File: src/rtl/fb_pixel_writer_if.sv
// Pixel request handshake plus framebuffer write bus for fb_pixel_writer.
// master = drawing side / observer, slave = the writer itself.
interface fb_pixel_writer_if;
    logic        px_valid;
    logic        px_ready;
    logic [8:0]  px_x;
    logic [7:0]  px_y;
    logic [2:0]  px_color;
    logic        fb_we;
    logic [16:0] fb_addr;
    logic [2:0]  fb_data;

    modport master (
        output px_valid, px_x, px_y, px_color,
        input  px_ready, fb_we, fb_addr, fb_data
    );

    modport slave (
        input  px_valid, px_x, px_y, px_color,
        output px_ready, fb_we, fb_addr, fb_data
    );
endinterface

File: src/rtl/fb_pixel_writer.sv
// Write-side front end for the 320x240x3b framebuffer: FIFO-buffered pixel
// writes, x/y to linear address conversion, and a full-frame clear sweep.
module fb_pixel_writer #(
    parameter int FIFO_DEPTH     = 8,
    parameter int CLEAR_ON_FRAME = 1
) (
    input  logic                 clk,
    input  logic                 rst_n,
    input  logic                 new_frame,
    fb_pixel_writer_if.slave     bus,
    output logic                 clearing,
    output logic [7:0]           drop_count
);
    localparam int          AW        = $clog2(FIFO_DEPTH);
    localparam logic [16:0] LAST_ADDR = 17'd76799;
    localparam logic [0:0]  ST_WRITE  = 1'b0;
    localparam logic [0:0]  ST_CLEAR  = 1'b1;

    // ok is resolved at acceptance so the drop counter and the pop path agree
    typedef struct packed {
        logic       ok;
        logic [8:0] x;
        logic [7:0] y;
        logic [2:0] color;
    } px_req_t;

    px_req_t     mem [FIFO_DEPTH];
    px_req_t     in_req;
    px_req_t     head;
    logic [AW:0] wr_ptr, rd_ptr;
    logic        full, empty, push, pop, restart;
    logic [0:0]  state;
    logic [16:0] clr_cnt, clr_addr, head_addr;

    logic        s1_vld;
    logic [16:0] s1_addr;
    logic [2:0]  s1_color;

    logic        fb_we_q;
    logic [16:0] fb_addr_q;
    logic [2:0]  fb_data_q;

    assign empty = (wr_ptr == rd_ptr);
    assign full  = (wr_ptr[AW] != rd_ptr[AW]) && (wr_ptr[AW-1:0] == rd_ptr[AW-1:0]);

    // ready is held low during reset and never depends on px_valid
    assign bus.px_ready = rst_n & ~full;
    assign push         = bus.px_valid & bus.px_ready;

    assign restart = (CLEAR_ON_FRAME != 0) && new_frame;
    // entering a clear wins over a pending pop; the entry stays queued
    assign pop     = (state == ST_WRITE) && !empty && !restart;

    always_comb begin
        in_req.ok    = (bus.px_x <= 9'd319) && (bus.px_y <= 8'd239);
        in_req.x     = bus.px_x;
        in_req.y     = bus.px_y;
        in_req.color = bus.px_color;
    end

    assign head      = mem[rd_ptr[AW-1:0]];
    // y*320 + x without a multiplier
    assign head_addr = ({9'd0, head.y} << 8) + ({9'd0, head.y} << 6) + {8'd0, head.x};
    assign clr_addr  = restart ? 17'd0 : clr_cnt;

    always_ff @(posedge clk) begin
        if (push) mem[wr_ptr[AW-1:0]] <= in_req;
    end

    always_ff @(posedge clk or negedge rst_n) begin
        if (!rst_n) begin
            wr_ptr     <= '0;
            rd_ptr     <= '0;
            drop_count <= '0;
            state      <= ST_WRITE;
            clr_cnt    <= '0;
            s1_vld     <= 1'b0;
            s1_addr    <= '0;
            s1_color   <= '0;
            fb_we_q    <= 1'b0;
            fb_addr_q  <= '0;
            fb_data_q  <= '0;
            clearing   <= 1'b0;
        end else begin
            if (push) wr_ptr <= wr_ptr + 1'b1;
            if (pop)  rd_ptr <= rd_ptr + 1'b1;

            if (push && !in_req.ok && drop_count != 8'hFF)
                drop_count <= drop_count + 8'd1;

            // stage 1: pop and address conversion
            s1_vld <= pop && head.ok;
            if (pop) begin
                s1_addr  <= head_addr;
                s1_color <= head.color;
            end

            // stage 2: registered framebuffer port, shared with the sweep
            case (state)
                ST_WRITE: begin
                    fb_we_q  <= s1_vld;
                    clearing <= 1'b0;
                    if (s1_vld) begin
                        fb_addr_q <= s1_addr;
                        fb_data_q <= s1_color;
                    end
                    if (restart) begin
                        state   <= ST_CLEAR;
                        clr_cnt <= '0;
                    end
                end
                ST_CLEAR: begin
                    fb_we_q   <= 1'b1;
                    fb_addr_q <= clr_addr;
                    fb_data_q <= 3'd0;
                    clearing  <= 1'b1;
                    clr_cnt   <= clr_addr + 17'd1;
                    if (clr_addr == LAST_ADDR) state <= ST_WRITE;
                end
                default: state <= ST_WRITE;
            endcase
        end
    end

    assign bus.fb_we   = fb_we_q;
    assign bus.fb_addr = fb_addr_q;
    assign bus.fb_data = fb_data_q;
endmodule
File: src/flat_wrapper.sv
// flat-port wrapper written by rule: the top's interface ports become plain ports
module fb_pixel_writer_flat 
#(
    parameter int FIFO_DEPTH     = 8,
    parameter int CLEAR_ON_FRAME = 1
)
  (clk, rst_n, new_frame, clearing, drop_count, bus_px_valid, bus_px_x, bus_px_y, bus_px_color, bus_px_ready, bus_fb_we, bus_fb_addr, bus_fb_data);
  fb_pixel_writer_if bus_i ();
  input  logic clk;
  input  logic rst_n;
  input  logic new_frame;
  output logic clearing;
  output logic [7:0] drop_count;
  input wire logic [$bits(bus_i.px_valid)-1:0] bus_px_valid;
  input wire logic [$bits(bus_i.px_x)-1:0] bus_px_x;
  input wire logic [$bits(bus_i.px_y)-1:0] bus_px_y;
  input wire logic [$bits(bus_i.px_color)-1:0] bus_px_color;
  output wire logic [$bits(bus_i.px_ready)-1:0] bus_px_ready;
  output wire logic [$bits(bus_i.fb_we)-1:0] bus_fb_we;
  output wire logic [$bits(bus_i.fb_addr)-1:0] bus_fb_addr;
  output wire logic [$bits(bus_i.fb_data)-1:0] bus_fb_data;
  assign bus_i.px_valid = bus_px_valid;
  assign bus_i.px_x = bus_px_x;
  assign bus_i.px_y = bus_px_y;
  assign bus_i.px_color = bus_px_color;
  assign bus_px_ready = bus_i.px_ready;
  assign bus_fb_we = bus_i.fb_we;
  assign bus_fb_addr = bus_i.fb_addr;
  assign bus_fb_data = bus_i.fb_data;
  fb_pixel_writer #(.FIFO_DEPTH(FIFO_DEPTH), .CLEAR_ON_FRAME(CLEAR_ON_FRAME)) u_core (.clk(clk), .rst_n(rst_n), .new_frame(new_frame), .bus(bus_i), .clearing(clearing), .drop_count(drop_count));
endmodule
File: config.mk
export PLATFORM = sky130hd
export DESIGN_NAME = fb_pixel_writer_flat
export DESIGN_NICKNAME = d
export VERILOG_FILES = /design/src/rtl/fb_pixel_writer_if.sv /design/src/rtl/fb_pixel_writer.sv /design/src/flat_wrapper.sv
export SDC_FILE = /design/constraint.sdc
export NUM_CORES = 1
export LEC_CHECK = 0
export BUFFER_PORTS_ARGS = -buffer_cell sky130_fd_sc_hd__buf_4
export CORE_MARGIN = 2
export CORE_UTILIZATION = 40
export DETAILED_ROUTE_END_ITERATION = 8
export SYNTH_ARGS = -nofsm -noshare
export SYNTH_HDL_FRONTEND = slang
export SYNTH_SLANG_ARGS = --single-unit
export TNS_END_PERCENT = 5
File: constraint.sdc
create_clock -name clk -period 5.39 [get_ports clk]
set_input_delay 1.078 -clock clk [delete_from_list [all_inputs] [get_ports clk]]
set_output_delay 1.078 -clock clk [all_outputs]
set_load 0.01 [all_outputs]
* Yosys cells after proc, flatten, opt, wreduce, memory -nomap -nowiden
Memory sizes are Yosys's and may differ from the RTL's. Cells that the tools add are included.
Word-level totals: bits in registers 77, bits in latches 0, bits in writable memories 168, memory bits (read-only) 0, output and inout bits 31, logic and storage cells 54, memories 1
Memories:
- u_core.mem | depth 8, bits a word 21, read ports 1, clocked after Yosys merged registers in 0, write ports 1, RTL line fb_pixel_writer.sv:27 | px_req_t mem [FIFO_DEPTH];
Operators by class: $add $sub $neg 6, $mul 0, divide/modulo/power cells 0, $lt $le $gt $ge 2, equality and inequality tests 6, shift-type cells 0, multiplexer cells 13, bitwise operators 4, reduce and logical (&&, ||, !) cells 10
Operators by type and width (count):
- $pmux W17 S2 | 2
- $mux W17 | 2
- $add A16 B14 Y17 | 1
- $add A17 B1 Y17 const B | 1
- $add A17 B9 Y17 | 1
- $eq A17 B17 Y1 const B | 1
- $le A9 B9 Y1 const B | 1
- $add A4 B1 Y4 const B | 2
- $add A8 B1 Y8 const B | 1
- $le A8 B8 Y1 const B | 1
- $ne A8 B8 Y1 const B | 1
- $logic_and A1 B1 Y1 | 7
- $pmux W1 S2 | 3
- $pmux W3 S2 | 1
- $eq A4 B4 Y1 | 1
- $mux W1 | 4
- $eq A3 B3 Y1 | 1
- $logic_not A1 Y1 | 3
- $mux W3 | 1
- $and A1 B1 Y1 | 2
- $ne A2 B1 Y1 const B | 1
- $not A1 Y1 | 2
- $ne A1 B1 Y1 | 1

* Longest topological paths before layout
Gate-level depths: netlist (run 1).
depth in word-level cells 7, depth in mapped cells 14

* Worst setup path after synthesis (run 1)
OpenSTA, ideal clock, no wires.
path kind input to register, start input bus_px_valid, end memory u_core.mem[0][0] (netlist bit) (enable), setup time 0.425 ns, arrival time 2.949 ns, data required time 4.965 ns, setup slack 2.015 ns, stages on the path 4, path buffers 0, cells stage by stage and2_1 > o41a_4 > nand2b_1 > nor3_1
Between the ends: word-level cells in the longest chain between the ends 3
RTL lines:
- start: declaration | RTL line flat_wrapper.sv:14 | input wire logic [$bits(bus_i.px_valid)-1:0] bus_px_valid;
- $and A1 B1 Y1 | RTL line fb_pixel_writer.sv:48 | assign push = bus.px_valid & bus.px_ready;
- $mux W1 | RTL line fb_pixel_writer.sv:67 | if (push) mem[wr_ptr[AW-1:0]] <= in_req;
- $mux W1 (implied by the code) | RTL line fb_pixel_writer.sv:67
- end: declaration | RTL line fb_pixel_writer.sv:27
Every way passes these cells.

* Worst setup path after layout (run 1)
start register u_core.rd_ptr[0], end register u_core.s1_addr[15]
Between the ends: word-level cells in the longest chain between the ends 4, elaborated cells on any way between the ends 7, those cells by class 2 x add/sub; 1 x eq/ne; 3 x reduce/logical; 1 x memory
RTL lines:
- start: declaration | RTL line fb_pixel_writer.sv:30 | logic [AW:0] wr_ptr, rd_ptr;
- start signal: assignment | RTL line fb_pixel_writer.sv:86 | if (pop) rd_ptr <= rd_ptr + 1'b1;
- parallel branches: the longest is 4 deep, another holds $mem_v2 Z8 W21
- end signal: assignment | RTL line fb_pixel_writer.sv:94 | s1_addr <= head_addr;
- end: declaration | RTL line fb_pixel_writer.sv:36 | logic [16:0] s1_addr;
Several ways; the timed one is not identified. A chain may end at the register's enable or synchronous reset.

==> impl_metrics.tcl, run 1 <==
set metrics [dict create \
    cts_resized 0 \
    synth-edff-count 168 \
    holdBufCountCts 0 \
    relSlewSlack_pct 20.4 \
    irDropWorstVdd_mv 0.215 \
    core_um2 25100 \
    setup_ws_ps 1570 \
    hold_viol 0 \
    worst_pin_slew_ps 1190 \
    grt_use_total_pct 15.6 \
    crit_chain "buf_4, mux4_2, mux2_2, ha_1, ha_1, inv_1, fa_1, nor2b_1, o31a_1, o32ai_1, xnor2_1, o21ai_0" \
    finalCritPeriodShare_pct 70.8 \
    wl_per_cell_um 19.2 \
    power_density_nw_per_um2 408 \
    routed-via-count 5318 \
    boundaryPins 55 \
    slew_viol_final 0 \
    dp_slack_ps 1560 \
    antennaDiodeCount 0 \
    p_leak_nw 4.31 \
    grt_pass1_vias 5711 \
    layout_common_cells "edfxtp_1, dfrtp_1, buf_4, nand2_1, mux4_2" \
    start_kind "register" \
    final_net_count 728 \
    htreeDepth 1 \
    yosys_warnings 0 \
    fin_crit_ps 3820 \
    syn-num-nets 661 \
    avgSynthCellArea_um2 16.6 \
    dp_hpwl_um 12300 \
    start_util_pct 40.7 \
    viasPerCell 5.15 \
    worstPathRequired_ps 5770 \
    postCtsSetupBuffers 0 \
    slowest_delay_ps 920 \
    final_core_util_pct 47.2 \
    hold_class "primary input to asynchronous set/reset pin" \
    critPathArrivalTime_ps 4200 \
    path_class "register to register" \
    crit_family "flip-flops" \
    ys_types 50 \
    setup_viol 0 \
    async_flop_share_pct 31.4 \
    cts.clk_slew.worst_paths_ps 60 \
    seq_area_frac_synth_pct 68.2 \
    grt_overflow 0 \
    drtIter0Drc 318 \
    layout-drive-gt1-share_pct 26.4 \
    fin_skew_ps 12.8 \
    cts_made_buffers 27 \
    dr.pass1.iters 6 \
    antenna_found_initial 0 \
    syn2layout_area_growth_pct 16.0 \
    ys_ff_latch 245 \
    outcome "completed" \
    cts_tree "done" \
    antenna_left 0 \
    die_h_um 164 \
    row_count 58 \
    cts_sinks 245 \
    slowest_stage "dfrtp_2" \
    gp_congestion 0.762 \
    grt_max_degree 65 \
    final_common_cell "edfxtp_1" \
    ys.flop_type "edfxtp_1" \
    cpMostUsedCell "ha_1" \
    synth_area_um2 10200 \
    drv_cap 0 \
    dieArea_um2 26800 \
    rsz0062_at_grt "no" \
    drc 0 \
    setup_tns_ps 0 \
    crit_buf_inv 2 \
    synthCells 616 \
    max_freq_mhz 262 \
    grt_pass1_wl_um 32400 \
    clock_latency_ps 530 \
    wirelength_um 19800 \
    cts.path.max_buffers 3 \
    chipWidth_um 164 \
    cts_root_buffer "clkbuf_16" \
    numPortBuffers 54 \
    crit_path_end_kind "register" \
    cp_max_fo 25 \
]
## worst reg2reg max path, stage by stage, from the launching register on
cell,delay (ps)
dfrtp_2,920
buf_4,350
mux4_2,520
mux2_2,310
ha_1,190
ha_1,190
inv_1,70
fa_1,200
nor2b_1,60
o31a_1,280
o32ai_1,330
xnor2_1,160
o21ai_0,90
## Yosys cell counts (3+ instances only)
cell      count  share of area [%]
dfrtp_1      77                 19
o21a_1        7               0.51
a21oi_1       6               0.29
edfxtp_1    168                 49
xor2_1       16                1.4
a21o_1        4               0.29
buf_6         3               0.33
xor2_2        3               0.48
mux2i_1      32                3.1
nand4_1       8               0.49
and3_1        4               0.24
buf_2         8               0.39
ha_1         19                2.3
clkbuf_1     16               0.59
mux4_2       42                9.3
nor2b_1      10               0.61
nor2_1       25               0.92
inv_1         7               0.26
mux2_2       12                1.3
nand2b_1      5               0.31
xnor2_1      18                1.5
nand2_1      45                1.7
o21ai_0      29                1.4
nand3_1       9               0.44
nor3_1        7               0.34
## final cells by class
| class | instances | area (µm²) |
|---|---|---|
| Tap cell | 330 | 413 |
| Fill cell | 2205 | 13300 |
| Clock buffer | 32 | 694 |
| Clock inverter | 16 | 129 |
| Timing Repair Buffer | 68 | 510 |
| Inverter | 8 | 30.0 |
| Sequential cell | 245 | 6970 |
| Multi-Input combinational cell | 333 | 3100 |
## kinds of logic (layout without fill, tap and decap cells)
group | count (synthesis) | after routing | synth area share (%)
and+or+nand+nor | 128 | 128 | 6.15
xor gates and xnor gates | 37 | 37 | 3.39
adders and majority gates | 21 | 21 | 2.72
buffers and inverters | 38 | 124 | 1.78
AOI/OAI and AO/OA | 59 | 59 | 3.75
DFF | 245 | 245 | 68.2
muxes | 88 | 88 | 14.0
## flip-flops by register name, summed over array words and instances (netlist names), 3 cells and up
register	cells
u_core.bus.fb_data	3
u_core.rd_ptr	4
u_core.mem	168
u_core.clr_cnt	17
u_core.s1_addr	17
u_core.wr_ptr	4
u_core.bus.fb_addr	17
u_core.s1_color	3
u_core.drop_count	8
## power by group
| group | internal (mW) | leakage [nW] | switching [mW] |
|---|---|---|---|
| clock network | 0.971 | 0.388 | 0.715 |
| logic | 0.396 | 1.42 | 0.427 |
| registers | 2.19 | 2.51 | 0.139 |
## metal layers
| metal | global-route usage, % | up-vias | routed length [µm] |
|---|---|---|---|
| li1 | - | 2476 | - |
| met1 | 21.2 | 2712 | 8920 |
| met2 | 26.1 | 101 | 9650 |
| met3 | 3.06 | 29 | 894 |
| met4 | 3.87 | 0 | 384 |
| met5 | 0 | - | 0 |
## per-stage QoR
stage,cell area (µm²),hold WS [ps],total power [mW],cells
floorplan,10200,441,2.92,616
global placement,11000,474,3.17,984
detailed placement,11000,475,3.20,984
CTS,11900,385,4.90,1032
global route,11900,400,5.08,1032
finish,11900,400,4.84,1032
## worst paths after layout
kind | start | end | slack, ps | depth (start not counted)
max | u_core.rd_ptr[0] | u_core.s1_addr[15] | 1570 | 12
min | rst_n | u_core.rd_ptr[3] | 400 | 1
max reg2reg | u_core.rd_ptr[0] | u_core.s1_addr[15] | 1570 | 12
min reg2reg | u_core.s1_addr[11] | u_core.s1_addr[11] | 480 | 1
max in group asynchronous | rst_n | u_core.rd_ptr[1] | 3890 | 2
min in group clk | u_core.s1_addr[11] | u_core.s1_addr[11] | 480 | 1
No activity file was read; power rests on OpenSTA's default activity.
==> run 2, diff against run 1 <==
Clock period 5.39 ns to 3.7 ns, I/O delays scaled along.
==> run 2 against run 1 <==
Against the previous run: power rose by 48%; critical path depth shrank 2; clock power up 50%; register-to-register slack got worse by 1200 ps; core utilization rose by 0.42 points; count of clock-buffer cells in the layout decreased by 2; sequential cell count is the same; combinational power up 53%; die area is the same; global-route usage fell by 0.16 points; final cell count increased by 0.97%; highest routed layer unchanged; sequential power up 44%.
==> impl_metrics.tcl, run 2 (synthesis results as in run 1) <==
set metrics [dict create \
    outcome "completed" \
    row_count 58 \
    crit_path_end_kind "register" \
    slew_viol_final 0 \
    layout-drive-gt1-share_pct 27.2 \
    grt_use_total_pct 15.5 \
    largest_register_ffs 168 \
    finalNonFillerCells 1042 \
    crit_chain "buf_12, mux4_2, mux2_2, ha_1, ha_1, nor2b_1, o31a_1, o32ai_1, xnor2_1, o21ai_0" \
    cts_root_buffer "clkbuf_16" \
    layout_common_cells "edfxtp_1, buf_4, dfrtp_1, nand2_1, mux4_2" \
    fillers 2186 \
    cts.clk_slew.worst_paths_ps 60 \
    postCtsSetupBuffers 0 \
    grt_pass1_vias 5547 \
    fin_skew_ps 8.15 \
    irDropWorstVdd_mv 0.221 \
    cts_resized 0 \
    rsz0062_at_grt "no" \
    cp_max_fo 32 \
    hold_viol 0 \
    slowest_delay_ps 540 \
    wirelength_um 19900 \
    setup_tns_ps 0 \
    dp_hpwl_um 12600 \
    wl_per_cell_um 19.1 \
    chipWidth_um 164 \
    start_kind "register" \
    viasPerCell 5.13 \
    hold_depth 1 \
    drtIter0Drc 348 \
    holdBufCountCts 0 \
    cts_sinks 245 \
    p_leak_nw 4.39 \
    fin_crit_ps 3370 \
    clock_latency_ps 520 \
    dr.pass1.iters 4 \
    cts_made_buffers 26 \
    cts_tree "done" \
    critPathArrivalTime_ps 3730 \
    antenna_left 0 \
    hold_class "primary input to register" \
    core_um2 25100 \
    htreeDepth 1 \
    gp_congestion 0.780 \
    place_area_um2 11100 \
    start_util_pct 40.7 \
    grt_pass1_wl_um 31800 \
    boundaryPins 55 \
    power_density_nw_per_um2 598 \
    numPortBuffers 54 \
    worst_pin_slew_ps 1180 \
    max_freq_mhz 297 \
    cpMostUsedCell "ha_1" \
    slowest_stage "mux4_2" \
    dpl.cell_count 995 \
    final_common_cell "edfxtp_1" \
    antenna_found_initial 0 \
    path_class "register to register" \
    r2r_cells 10 \
    stdcell_area_um2 12000 \
    setup_viol 0 \
    routed-via-count 5342 \
    drc 0 \
    relSlewSlack_pct 21.4 \
    final_net_count 738 \
    antennaDiodeCount 0 \
    finalCritPeriodShare_pct 91.0 \
    dieArea_um2 26800 \
    worstPathRequired_ps 4070 \
    die_h_um 164 \
    grt_max_degree 78 \
    syn2layout_area_growth_pct 17.0 \
    drv_cap 0 \
    cts.path.max_buffers 3 \
    grt_overflow 0 \
]
==> run 2: cell count changes in the layout (fill, tap and decap cells not counted), moves of 2 or more <==
cell and delta:
buf_4 +10, clkinvlp_4 -2, clkinv_4 -4, nor2_4 -2, nor2_2 +2, clkinv_1 +3, clkinv_2 +3, bufinv_16 +2
clkbuf_1 -2
==> run 2: layer usage <==
metal	wire length [µm]	vias up	GRT usage [%]
met5	0	-	0
met4	391	0	3.95
met3	1160	29	3.43
met2	9540	115	25.4
met1	8860	2706	21.0
li1	-	2492	-
==> run 2: area by class of cell <==
class | instances | area [µm²] | share of cell area (%)
multi-input combinational | 333 | 3090 | 25.9
clock inverter | 17 | 156 | 1.31
sequential | 245 | 6970 | 58.3
timing repair buffer | 79 | 606 | 5.06
tap | 330 | 413 | 3.45
inverter | 8 | 30.0 | 0.251
clock buffer | 30 | 687 | 5.74
==> run 2: where the power goes <==
part	internal [mW]	total (mW)	switching [mW]
logic	0.594	1.26	0.664
registers	3.19	3.35	0.159
clock network	1.53	2.54	1.01
==> run 2: final timing paths <==
path                                        from              endpoint  slack [ps]
worst max register to register  u_core.rd_ptr[0]    u_core.s1_addr[15]         330
max in group asynchronous                  rst_n      u_core.rd_ptr[1]        2500
worst min register to register  u_core.wr_ptr[3]      u_core.wr_ptr[3]         490
worst max-delay path            u_core.rd_ptr[0]    u_core.s1_addr[15]         330
min in group asynchronous                  rst_n  u_core.drop_count[3]         500
worst min-delay path                 bus_px_x[1]     u_core.mem[7][12]         450
==> run 2: critical path: cells and delay by family (launching register included) <==
| family | cells | cell delay [ps] |
|---|---|---|
| XOR/XNOR | 1 | 160 |
| flip-flops | 1 | 390 |
| AND/OR/NAND/NOR | 1 | 160 |
| buffers and inverters | 1 | 270 |
| AO/OA/AOI/OAI | 3 | 700 |
| adder cells (fa/ha/maj) | 2 | 670 |
| multiplexers | 2 | 860 |
==> run 2: stage by stage <==
stage	total power, mW	utilization [%]	hold slack (ps)	setup slack (ps)
floorplan	4.25	-	441	402
global placement	4.64	44.3	462	394
detailed placement	4.68	44.3	474	351
CTS	7.25	47.6	421	325
global route	7.50	47.6	437	129
finish	7.15	47.6	449	335
==> run 3, diff against run 2 <==
Settings changed: GPL_TIMING_DRIVEN from default to 0.
==> run 3 against run 2 <==
Against the previous run: clock power about the same; global-route usage increased by 0.72 points; count of clock-buffer cells in the layout increased by 2; worst setup slack got worse by 100 ps; highest routed layer unchanged; critical path type unchanged; sequential share of layout area decreased by 0.67 points; clock skew increased by 6.7 ps.
==> impl_metrics.tcl, run 3 (synthesis results as in run 1) <==
set metrics [dict create \
    grt_pass1_wl_um 33300 \
    cts.clk_slew.worst_paths_ps 60 \
    core_um2 25100 \
    cts_sinks 245 \
    dp_hpwl_um 14000 \
    crit_buf_inv 3 \
    wirelength_um 20800 \
    finalNonFillerCells 1055 \
    drtIter0Drc 259 \
    dpl.cell_count 1006 \
    multiInputGateArea_um2 3130 \
    startpoint "u_core.rd_ptr[0]" \
    chipWidth_um 164 \
    hold_class "primary input to asynchronous set/reset pin" \
    grt_use_total_pct 16.2 \
    worstPathRequired_ps 4130 \
    viasPerCell 5.17 \
    power_density_nw_per_um2 598 \
    cts.path.max_buffers 3 \
    relSlewSlack_pct 23.2 \
    gp_congestion 0.805 \
    dr.pass1.iters 4 \
    dieArea_um2 26800 \
    final-seq-area_um2 6970 \
    slowest_stage "mux4_2" \
    outcome "completed" \
    layout-drive-gt1-share_pct 26.9 \
    worst_pin_slew_ps 1140 \
    antenna_found_initial 0 \
    antenna_left 0 \
    p_leak_nw 4.42 \
    r2r_cells 13 \
    crit_family "adder cells" \
    numPortBuffers 54 \
    reg2reg_slack_ps 230 \
    critPathArrivalTime_ps 3900 \
    cp_num_cells 13 \
    slowest_delay_ps 510 \
    die_h_um 164 \
    finalCritPeriodShare_pct 93.7 \
    irDropWorstVdd_mv 0.297 \
    fin_crit_ps 3470 \
    fillers 2204 \
    setup_tns_ps 0 \
    wl_per_cell_um 19.7 \
    cts_made_buffers 27 \
    layout_common_cells "edfxtp_1, dfrtp_1, buf_4, nand2_1, mux4_2" \
    postCtsSetupBuffers 0 \
    grt_overflow 0 \
    cts_root_buffer "clkbuf_16" \
    boundaryPins 55 \
    cts_tree "done" \
    clock_latency_ps 540 \
    grt_max_degree 80 \
    cpMostUsedCell "ha_1" \
    cp-endpoint "u_core.s1_addr[13]" \
    r2r-end "u_core.s1_addr[13]" \
    grt_pass1_vias 5888 \
    routed-via-count 5453 \
    start_kind "register" \
    largest_register_ffs 168 \
    crit_path_end_kind "register" \
    row_count 58 \
    crit_chain "buf_6, buf_8, mux4_2, mux2_2, ha_1, ha_1, inv_1, fa_1, nor2b_1, o31a_1, o21a_1, nor3_1, o31ai_1" \
    htreeDepth 1 \
    drv_cap 0 \
    power_mw 7.22 \
    start_util_pct 40.7 \
    final_net_count 749 \
    final_common_cell "edfxtp_1" \
    path_class "register to register" \
    fin_skew_ps 14.8 \
    antennaDiodeCount 0 \
    r2r_start "u_core.rd_ptr[0]" \
    final_core_util_pct 48.2 \
    hold_viol 0 \
    syn2layout_area_growth_pct 18.3 \
    max_freq_mhz 288 \
    drc 0 \
    cp_max_fo 10 \
    slew_viol_final 0 \
    rsz0062_at_grt "yes" \
    setup_viol 0 \
]
==> run 3: worst register-to-register path: cells and delay by family (launching register included) <==
kind                     cells  cell delay [ps]
buffers and inverters        3              440
flip-flops                   1              370
AND/OR/NAND/NOR              2              210
multiplexers                 2              850
AO/OA/AOI/OAI                3              640
adder cells (fa/ha/maj)      3              850
==> run 3: worst min-delay path by stage <==
| stage | slack, ps | cells after the start | end | start |
|---|---|---|---|---|
| floorplan | 440 | 0 | u_core.bus.fb_addr[0] | rst_n |
| global placement | 480 | 2 | u_core.s1_color[2] | u_core.s1_color[2] |
| detailed placement | 480 | 1 | u_core.drop_count[7] | u_core.drop_count[7] |
| CTS | 390 | 1 | u_core.drop_count[3] | rst_n |
| global route | 420 | 1 | u_core.mem[3][12] | bus_px_x[1] |
| finish | 330 | 1 | u_core.drop_count[3] | rst_n |
==> run 3: power by group <==
| part | internal [mW] | switching, mW | total [mW] |
|---|---|---|---|
| clock | 1.48 | 1.06 | 2.55 |
| sequential | 3.19 | 0.119 | 3.31 |
| combinational | 0.625 | 0.745 | 1.37 |
==> run 3: area by class of cell <==
class,count,area share [%]
well taps,330,3.41
plain buffers,29,1.55
clock buffers,32,5.74
flip-flops and latches,245,57.7
inverters,8,0.248
clock inverters,18,1.27
repair buffers,60,4.24
multi-input cells,333,25.9
==> run 3: routing by layer <==
layer	track usage, %	routed length (µm)	vias to the layer above
met2	27.1	10200	106
met5	0	0	-
met1	22.1	9310	2793
met4	3.63	432	0
li1	-	-	2522
met3	3.08	923	32
==> run 3: metrics by stage <==
step	hold slack (ps)	instance area [µm²]	setup WS, ps
finish	333	12100	232
global route	417	12100	-9.20
CTS	387	12000	40.0
detailed placement	481	11200	-168
global placement	477	11000	-1880
floorplan	441	10200	402
==> run 3: repair_timing <==
action | CTS | global route
hold buffers | 0 | 0
endpoints found under the hold margin | 0 | 0
setup endpoints to repair | 4 | 4
gates resized for setup | 6 | 18
pin swaps | 0 | 1
